--- src/rtl/code_scan_sequencer_pkg.sv ---
// Shared types and constant maps for the code scan sequencer and its code map.
package code_scan_sequencer_pkg;

    localparam int NUM_CODES = 8;

    typedef enum logic [1:0] {
        IDLE,
        EMIT,
        DWELL,
        FIN
    } state_t;

    localparam logic [6:0] GRAY_MAP [NUM_CODES] = '{
        7'b0000000, 7'b0000001, 7'b0000011, 7'b0000010,
        7'b0000110, 7'b0000111, 7'b0000101, 7'b0000100
    };

    localparam logic [6:0] SHIFT_MAP [NUM_CODES] = '{
        7'b0000000, 7'b0000001, 7'b0000010, 7'b0000100,
        7'b0001000, 7'b0010000, 7'b0100000, 7'b1000000
    };

endpackage

--- src/rtl/code_map.sv ---
// Combinational 3-bit to 7-bit pattern map; the caller registers the result.
module code_map
    import code_scan_sequencer_pkg::*;
(
    input  logic [2:0] code,
    input  logic       mode,
    output logic [6:0] enc
);

    assign enc = mode ? GRAY_MAP[code] : SHIFT_MAP[code];

endmodule

--- src/rtl/code_scan_sequencer.sv ---
// Steps a 3-bit code through all eight values and offers each mapped pattern
// on a valid/ready handshake, with an optional dwell gap between codes.
module code_scan_sequencer
    import code_scan_sequencer_pkg::*;
#(
    parameter int DWELL_W = 4
) (
    input  logic               clk,
    input  logic               rst_n,
    input  logic               start,
    input  logic               stop,
    input  logic               mode,
    input  logic               dir,
    input  logic               wrap,
    input  logic [DWELL_W-1:0] dwell,
    input  logic               out_ready,
    output logic               out_valid,
    output logic [2:0]         code,
    output logic [6:0]         enc,
    output logic               busy,
    output logic               done
);

    state_t             state_reg, state_next;
    logic [2:0]         code_reg, code_next;
    logic [6:0]         enc_reg, enc_next;
    logic [DWELL_W-1:0] cnt_reg, cnt_next;
    logic [DWELL_W-1:0] dwell_reg, dwell_next;
    logic               mode_reg, mode_next;
    logic               dir_reg, dir_next;
    logic               wrap_reg, wrap_next;
    logic               out_valid_reg, busy_reg, done_reg;
    logic [2:0]         adv_code;
    logic [2:0]         last_code;
    logic               handshake;

    assign adv_code  = dir_reg ? code_reg - 3'd1 : code_reg + 3'd1;
    assign last_code = dir_reg ? 3'd0 : 3'(NUM_CODES - 1);
    assign handshake = out_valid_reg && out_ready;

    always_comb begin
        state_next = state_reg;
        code_next  = code_reg;
        cnt_next   = cnt_reg;
        dwell_next = dwell_reg;
        mode_next  = mode_reg;
        dir_next   = dir_reg;
        wrap_next  = wrap_reg;
        case (state_reg)
            IDLE: begin
                if (start && !stop) begin
                    state_next = EMIT;
                    mode_next  = mode;
                    dir_next   = dir;
                    wrap_next  = wrap;
                    dwell_next = dwell;
                    code_next  = dir ? 3'(NUM_CODES - 1) : 3'd0;
                end
            end
            EMIT: begin
                // stop wins over a coincident handshake: the code is consumed but not advanced
                if (stop) begin
                    state_next = IDLE;
                end else if (handshake) begin
                    if (!wrap_reg && code_reg == last_code) begin
                        state_next = FIN;
                    end else if (dwell_reg == '0) begin
                        code_next = adv_code;
                    end else begin
                        state_next = DWELL;
                        cnt_next   = dwell_reg;
                    end
                end
            end
            DWELL: begin
                if (stop) begin
                    state_next = IDLE;
                    cnt_next   = '0;
                end else if (cnt_reg == DWELL_W'(1)) begin
                    state_next = EMIT;
                    code_next  = adv_code;
                    cnt_next   = '0;
                end else begin
                    cnt_next = cnt_reg - DWELL_W'(1);
                end
            end
            FIN: begin
                state_next = IDLE;
            end
            default: begin
                state_next = IDLE;
            end
        endcase
    end

    // Map the next code under the next mode so enc always lands with its code.
    code_map u_code_map (
        .code (code_next),
        .mode (mode_next),
        .enc  (enc_next)
    );

    always_ff @(posedge clk or negedge rst_n) begin
        if (!rst_n) begin
            state_reg     <= IDLE;
            code_reg      <= '0;
            enc_reg       <= '0;
            cnt_reg       <= '0;
            dwell_reg     <= '0;
            mode_reg      <= 1'b0;
            dir_reg       <= 1'b0;
            wrap_reg      <= 1'b0;
            out_valid_reg <= 1'b0;
            busy_reg      <= 1'b0;
            done_reg      <= 1'b0;
        end else begin
            state_reg     <= state_next;
            code_reg      <= code_next;
            enc_reg       <= enc_next;
            cnt_reg       <= cnt_next;
            dwell_reg     <= dwell_next;
            mode_reg      <= mode_next;
            dir_reg       <= dir_next;
            wrap_reg      <= wrap_next;
            out_valid_reg <= (state_next == EMIT);
            busy_reg      <= (state_next == EMIT) || (state_next == DWELL);
            done_reg      <= (state_next == FIN);
        end
    end

    assign out_valid = out_valid_reg;
    assign code      = code_reg;
    assign enc       = enc_reg;
    assign busy      = busy_reg;
    assign done      = done_reg;

endmodule

--- config.mk ---
export PLATFORM = sky130hd
export DESIGN_NAME = code_scan_sequencer
export DESIGN_NICKNAME = d
export VERILOG_FILES = /design/src/rtl/code_scan_sequencer_pkg.sv /design/src/rtl/code_map.sv /design/src/rtl/code_scan_sequencer.sv
export SDC_FILE = /design/constraint.sdc
export NUM_CORES = 1
export LEC_CHECK = 0
export CORE_ASPECT_RATIO = 0.75
export CORE_MARGIN = 1.5
export CORE_UTILIZATION = 55
export DETAILED_ROUTE_END_ITERATION = 7
export DONT_BUFFER_PORTS = 1
export PLACE_DENSITY = 0.82
export SYNTH_ARGS = -nofsm -noshare
export SYNTH_HDL_FRONTEND = slang
export SYNTH_SLANG_ARGS = --single-unit
--- constraint.sdc ---
create_clock -name clk -period 2.55 [get_ports clk]
set_input_delay 0.3825 -clock clk [delete_from_list [all_inputs] [get_ports clk]]
set_output_delay 0.3825 -clock clk [all_outputs]
set_load 0.05 [all_outputs]
==> flow_summary.ini, run 1 <==
[setup_path]
r2r_start = code[1]
cpPeakStageDelay_ns = 0.51
crit_chain = ha_1 -> nor2b_1 -> o21a_1 -> or4_4 -> a21oi_2 -> a21oi_1 -> or2_1 -> ha_2 -> and3_1
arrival_ns = 2.71
worstSetupPathType = flip-flop to flip-flop
cp-endpoint = enc[6]
r2r_slack_ns = 0.08
worstRegToRegCells = 9
r2r-end = enc[6]
cp-startpoint = code[1]
crit_path_end_kind = flip-flop
start_kind = flip-flop
crit_path_top_delay_cell = or4_4
cp.required_ns = 2.79
cp_max_fo = 3

[yosys]
synth_nets = 156
yosys_warnings = 0
synth_cell_type_count = 50
syn_area_mm2 = 0.001446
synth-edff-count = 0
yosysSeqAreaShare_pct = 44.98
synthArstFlopShare_pct = 100.0
synth_cells = 134
syn_area_per_cell_um2 = 10.79
ys_ff_latch = 26
synth-main-ff-cell = dfrtp_1

[drt]
top_layer_used = met4
vias = 1114
wl_per_cell_um = 17.66
postRouteWirelength_mm = 3.178
route.met2.wl_mm = 1.527
via_per_inst = 6.189
dr.first_iter.drc_count = 70
ant_nets = 0
drc_errors = 0
firstDrtPassIters = 4
wl_met3_um = 254
wl_met1_mm = 1.344

[cts]
clk_latency_ns = 0.34
path_clk_slew_ns = 0.15
clock-root-buffer = clkbuf_4
cts_tree = built
htreeDepth = 1
numCtsBuffers = 3
post_cts_buffers = 0
cts_sinks = 26
clockBufferDepth = 2

[layout]
drive_above_1_share_pct = 23.97
largest_register_ffs = 7
nets = 169
layout-area-overhead-vs-synth_pct = 13.41
final_cell_mix = dfrtp_1 (25), buf_4 (10), nand2_1 (8)
final_common_cell = dfrtp_1
antenna_cells = 0
post-route-util_pct = 68.82

[global_route]
grt_first_pass_wirelength_mm = 5.168
antenna_found_initial = 0
grt_use_total_pct = 23.79
grt_pass1_vias = 1080
grt_max_degree = 27
grt_overflow = 0

[power]
peakVddDrop_uv = 540.8
power_uw = 1742
power.density_mw_per_mm2 = 1062
leakagePower_uw = 0.0007301

[floorplan]
start_util_pct = 60.68
die_width_um = 62.22
die_area_mm2 = 0.002950
core-area_mm2 = 0.002384
ioPinCount = 25
fp.dieH_um = 47.41
rows = 15

[place]
dp_hpwl_mm = 2.411
io_buffers = 0
gp_congestion = 0.9067

[sta]
worstMarginPinSlew_ns = 0.6490
rsz0062_at_grt = no
slew_headroom_pct = 56.34
post-route-min-period_ns = 2.472
finClkSkew_ns = 0.01171
fin_crit_sh_pct = 96.94
slew_viol_final = 0
setup_viol = 0
hold_viol_final = 0
fmax_mhz = 404.5
tns_ns = 0

[min_path]
holdCritPathClass = input port to flip-flop
hold_depth = 1

[flow_run]
maxCapViolations = 0

[outcome]
outcome = finished, final reports clean
==> layer usage <==
| layer | track usage (%) | vias up |
|---|---|---|
| li1 | - | 511 |
| met5 | 0 | - |
| met1 | 31.26 | 530 |
| met3 | 5.882 | 8 |
| met2 | 39.13 | 65 |
| met4 | 11.11 | 0 |
==> critical path: cells and delay by family (launching register included) <==
kind / cells / cell delay [ns]
and+or+nand+nor: 4 / 1.07
DFF: 1 / 0.43
adders and majority gates: 2 / 0.49
AOI/OAI and AO/OA: 3 / 0.37
==> through the flow <==
| stage | hold WS (ns) | setup slack, ns | instance area (um2) | cells |
|---|---|---|---|---|
| floorplan | 0.08691 | 0.03101 | 1448 | 134 |
| global placement | 0.08732 | 0.1546 | 1545 | 174 |
| detailed placement | 0.08726 | 0.08811 | 1545 | 174 |
| CTS | 0.1778 | 0.05813 | 1628 | 180 |
| global route | 0.1721 | 0.0003411 | 1640 | 180 |
| finish | 0.1916 | 0.07796 | 1640 | 180 |
==> power by group <==
part           total (uW)  internal [uW]  leakage, uW  switching, uW
combinational         683            281     0.000376            402
sequential            769            535     0.000326            234
clock                 290            159    0.0000279            131
total                1740            976     0.000730            766
==> synthesized netlist by cell type (all sizes together) (2+ instances only) <==
cell type | instances | share of area [%]
dfrtp | 26 | 45
ha | 9 | 7.8
nand2 | 8 | 2.1
nor2 | 8 | 2.2
inv | 7 | 1.8
mux2 | 6 | 4.7
o21ai | 6 | 2.1
a21oi | 5 | 1.7
a211oi | 4 | 2.1
buf | 4 | 1.4
nor2b | 4 | 1.7
and3 | 3 | 1.3
nand2b | 3 | 1.3
mux2i | 2 | 1.4
nand4 | 2 | 0.86
nor3b | 2 | 1.4
nor4 | 2 | 0.86
nor4b | 2 | 2.2
o21a | 2 | 1.0
or2 | 2 | 0.87
or3b | 2 | 1.2
or4 | 2 | 1.3
xnor2 | 2 | 1.2
==> worst min-delay path by stage <==
stage                        start           end  slack (ns)
final                     dwell[2]  dwell_reg[2]        0.19
after global routing          wrap      wrap_reg        0.17
after CTS                 dwell[2]  dwell_reg[2]        0.18
after detailed placement     rst_n  dwell_reg[0]        0.09
after global placement       rst_n  dwell_reg[2]        0.09
after floorplan              rst_n          busy        0.09
==> area by class of cell <==
type,instances,area [um2]
Clock buffer,3,22.52
Clock inverter,1,30.03
Fill cell,177,743.2
Inverter,8,31.28
Multi-Input combinational cell,96,757.0
Sequential cell,26,651.9
Tap cell,34,42.54
Timing Repair Buffer,12,105.1
==> kinds of logic after synthesis <==
group / Yosys count / synth area share [%]
xor+xnor: 2 / 1.211
flops: 26 / 44.98
fa+ha+maj: 10 / 9.170
simple gates: 46 / 20.24
mux: 8 / 6.055
buf+inv: 12 / 3.547
compound gates: 30 / 14.79
==> repair_timing <==
item / CTS / global route
endpoints found under the hold margin: 26 / 0
setup endpoints to repair: 0 / 4
gates resized for setup: 0 / 4
hold buffers: 2 / 0
Power figures use the tool's default switching activity.
==> run 2: changes to the inputs <==
Settings changed: SYNTH_HIERARCHICAL from default to 1.
==> flow_summary.ini, run 2 <==
[outcome]
outcome = finished, final reports clean

[global_route]
grt_max_degree = 27
grt_first_pass_wirelength_mm = 5.589
grt_pass1_vias = 1141
antenna_found_initial = 0
grt_use_total_pct = 23.42
grt_overflow = 0

[setup_path]
start_kind = flip-flop
cp.required_ns = 2.77
arrival_ns = 2.62
worstSetupPathType = flip-flop to flip-flop
r2r_slack_ns = 0.15
cp_max_fo = 7
crit_path_end_kind = flip-flop

[sta]
hold_viol_final = 0
fin_crit_sh_pct = 94.13
setup_viol = 0
finClkSkew_ns = 0.006055
post-route-min-period_ns = 2.400
slew_viol_final = 0
worstMarginPinSlew_ns = 0.4979
tns_ns = 0
fmax_mhz = 416.6
slew_headroom_pct = 66.74

[yosys]
synth.top_cell.area_share_pct = 42.31
yosys_warnings = 6
synth_cells = 141
synthMuxAreaShare_pct = 9.683
synthArstFlopShare_pct = 100.0
synthTopCellsByCount = dfrtp_1 (26), nand2_1 (10), ha_1 (9), nor2_1 (9), inv_1 (8)
syn_area_per_cell_um2 = 10.91
synth_area_leaders = dfrtp_1 (42%), ha_1 (7.3%), mux2_2 (5.1%)
synthAdderAreaFrac_pct = 8.625
ys_ff_latch = 26
synth_top_family_by_area = simple AND/OR/NAND/NOR gates
synth_compound_area_share_pct = 12.45
syn_area_mm2 = 0.001538
synth_nets = 163
yosysSeqAreaShare_pct = 42.31
synth_cell_type_count = 47
yosysMostFrequentCell = dfrtp_1
synth-main-ff-cell = dfrtp_1
synth_largest_area_cell = dfrtp_1
synthSimpleGateAreaFrac_pct = 21.07
synth-edff-count = 0
synthXorXnorAreaFrac_pct = 2.360

[drt]
vias = 1104
dr.first_iter.drc_count = 22
ant_nets = 0
via_per_inst = 5.872
firstDrtPassIters = 4
postRouteWirelength_mm = 3.265
wl_per_cell_um = 17.37
drc_errors = 0

[layout]
final_common_cell = dfrtp_1
num-fill-cells = 190
final_cells = 188
layout-area-overhead-vs-synth_pct = 12.29
drive_above_1_share_pct = 23.03
final_cell_mix = dfrtp_1 (26), nand2_1 (10), nor2_1 (9), ha_1 (9)
largest_register_ffs = 7
antenna_cells = 0
nets = 175
post-route-util_pct = 65.84

[power]
peakVddDrop_uv = 609.3
comb_power_share_pct = 35.0
leakagePower_uw = 0.0008057
clkPwrFrac_pct = 20.3
power.internal_uw = 1005
switching_share_pct = 40.08
power.density_mw_per_mm2 = 971.0
switchingPower_uw = 671.9
p_seq_share_pct = 44.8

[cts]
htreeDepth = 1
numCtsBuffers = 3
cts_sinks = 26
clock-root-buffer = clkbuf_8
clk_latency_ns = 0.27
clockBufferDepth = 2
cts_tree = built
path_clk_slew_ns = 0.09

[place]
gp_congestion = 0.8657
io_buffers = 0
dp.cells = 181
dp_hpwl_mm = 2.376

[floorplan]
start_util_pct = 58.64
fp.dieH_um = 48.79
die_width_um = 64.06
ioPinCount = 25
core-area_mm2 = 0.002623
rows = 16
die_area_mm2 = 0.003125

[min_path]
holdCritPathClass = input port to flip-flop

[flow_run]
maxCapViolations = 0
-- run 2: path summary, 6_finish.rpt --
| path | cells past startpoint | endpoint | startpoint |
|---|---|---|---|
| setup / recovery | 8 | enc[5] | code[0] |
| hold / removal | 1 | state_reg[1] | stop |
| setup reg to reg | 8 | enc[5] | code[0] |
| hold reg to reg | 1 | wrap_reg | wrap_reg |
| max in group asynchronous | 2 | mode_reg | rst_n |
| min in group asynchronous | 2 | code[2] | rst_n |
-- run 2: layer usage --
layer | vias to the layer above | wire (um) | track usage, %
met4 | 0 | 37 | 4.348
met3 | 6 | 231 | 6.236
met5 | - | 0 | 0
met1 | 534 | 1520 | 33.59
li1 | 522 | - | -
met2 | 42 | 1475 | 36.28
-- run 2: metrics by stage --
stage	cell area (um2)	setup slack [ns]	total power (uW)	hold slack, ns
2_1_floorplan	1538	0.09115	1164	0.08691
3_3_place_gp	1612	0.2688	1272	0.08742
3_5_place_dp	1612	0.1599	1309	0.08744
4_1_cts	1713	0.1342	1666	0.1780
5_1_grt	1727	-0.02404	1781	0.1766
6_report	1727	0.1496	1677	0.1889
-- run 2: power groups by stage --
stage | clock network (uW) | registers, uW | logic, uW
6_report | 340 | 751 | 586
5_1_grt | 364 | 767 | 650
4_1_cts | 345 | 749 | 572
3_5_place_dp | 0 | 757 | 552
3_3_place_gp | 0 | 746 | 526
2_1_floorplan | 0 | 775 | 389
-- run 2: worst max-delay path, cell delays in order, from the launching register on --
cell and delay, ns:
dfrtp_1 0.47, fa_1 0.47, xor3_4 0.26, mux2i_1 0.07
a21oi_1 0.26, o21ai_1 0.13, a2bb2oi_2 0.29, nor2b_2 0.25
and2_1 0.14
-- run 2: cell type report --
| cell class | instances | area, um2 | area share, % |
|---|---|---|---|
| Multi-Input combinational cell | 104 | 839.6 | 48.62 |
| Sequential cell | 26 | 650.6 | 37.68 |
| Timing Repair Buffer | 10 | 90.09 | 5.217 |
| Tap cell | 36 | 45.04 | 2.609 |
| Clock buffer | 3 | 41.29 | 2.391 |
| Clock inverter | 1 | 30.03 | 1.739 |
| Inverter | 8 | 30.03 | 1.739 |
-- run 2: cells by family (layout without fill, tap and decap cells) --
logic type	count (synthesis)	count (layout)
AO/OA/AOI/OAI	28	28
XOR/XNOR	2	2
adder cells (fa/ha/maj)	10	10
buffers and inverters	11	22
flip-flops	26	26
multiplexers	14	14
AND/OR/NAND/NOR	50	50
-- run 2: repair_timing --
item                                    CTS  global route
endpoints found under the setup margin    0             7
hold endpoints to repair                 26             0
hold buffers                              2             0
setup buffers                             0             1
gates resized for setup                   0             2
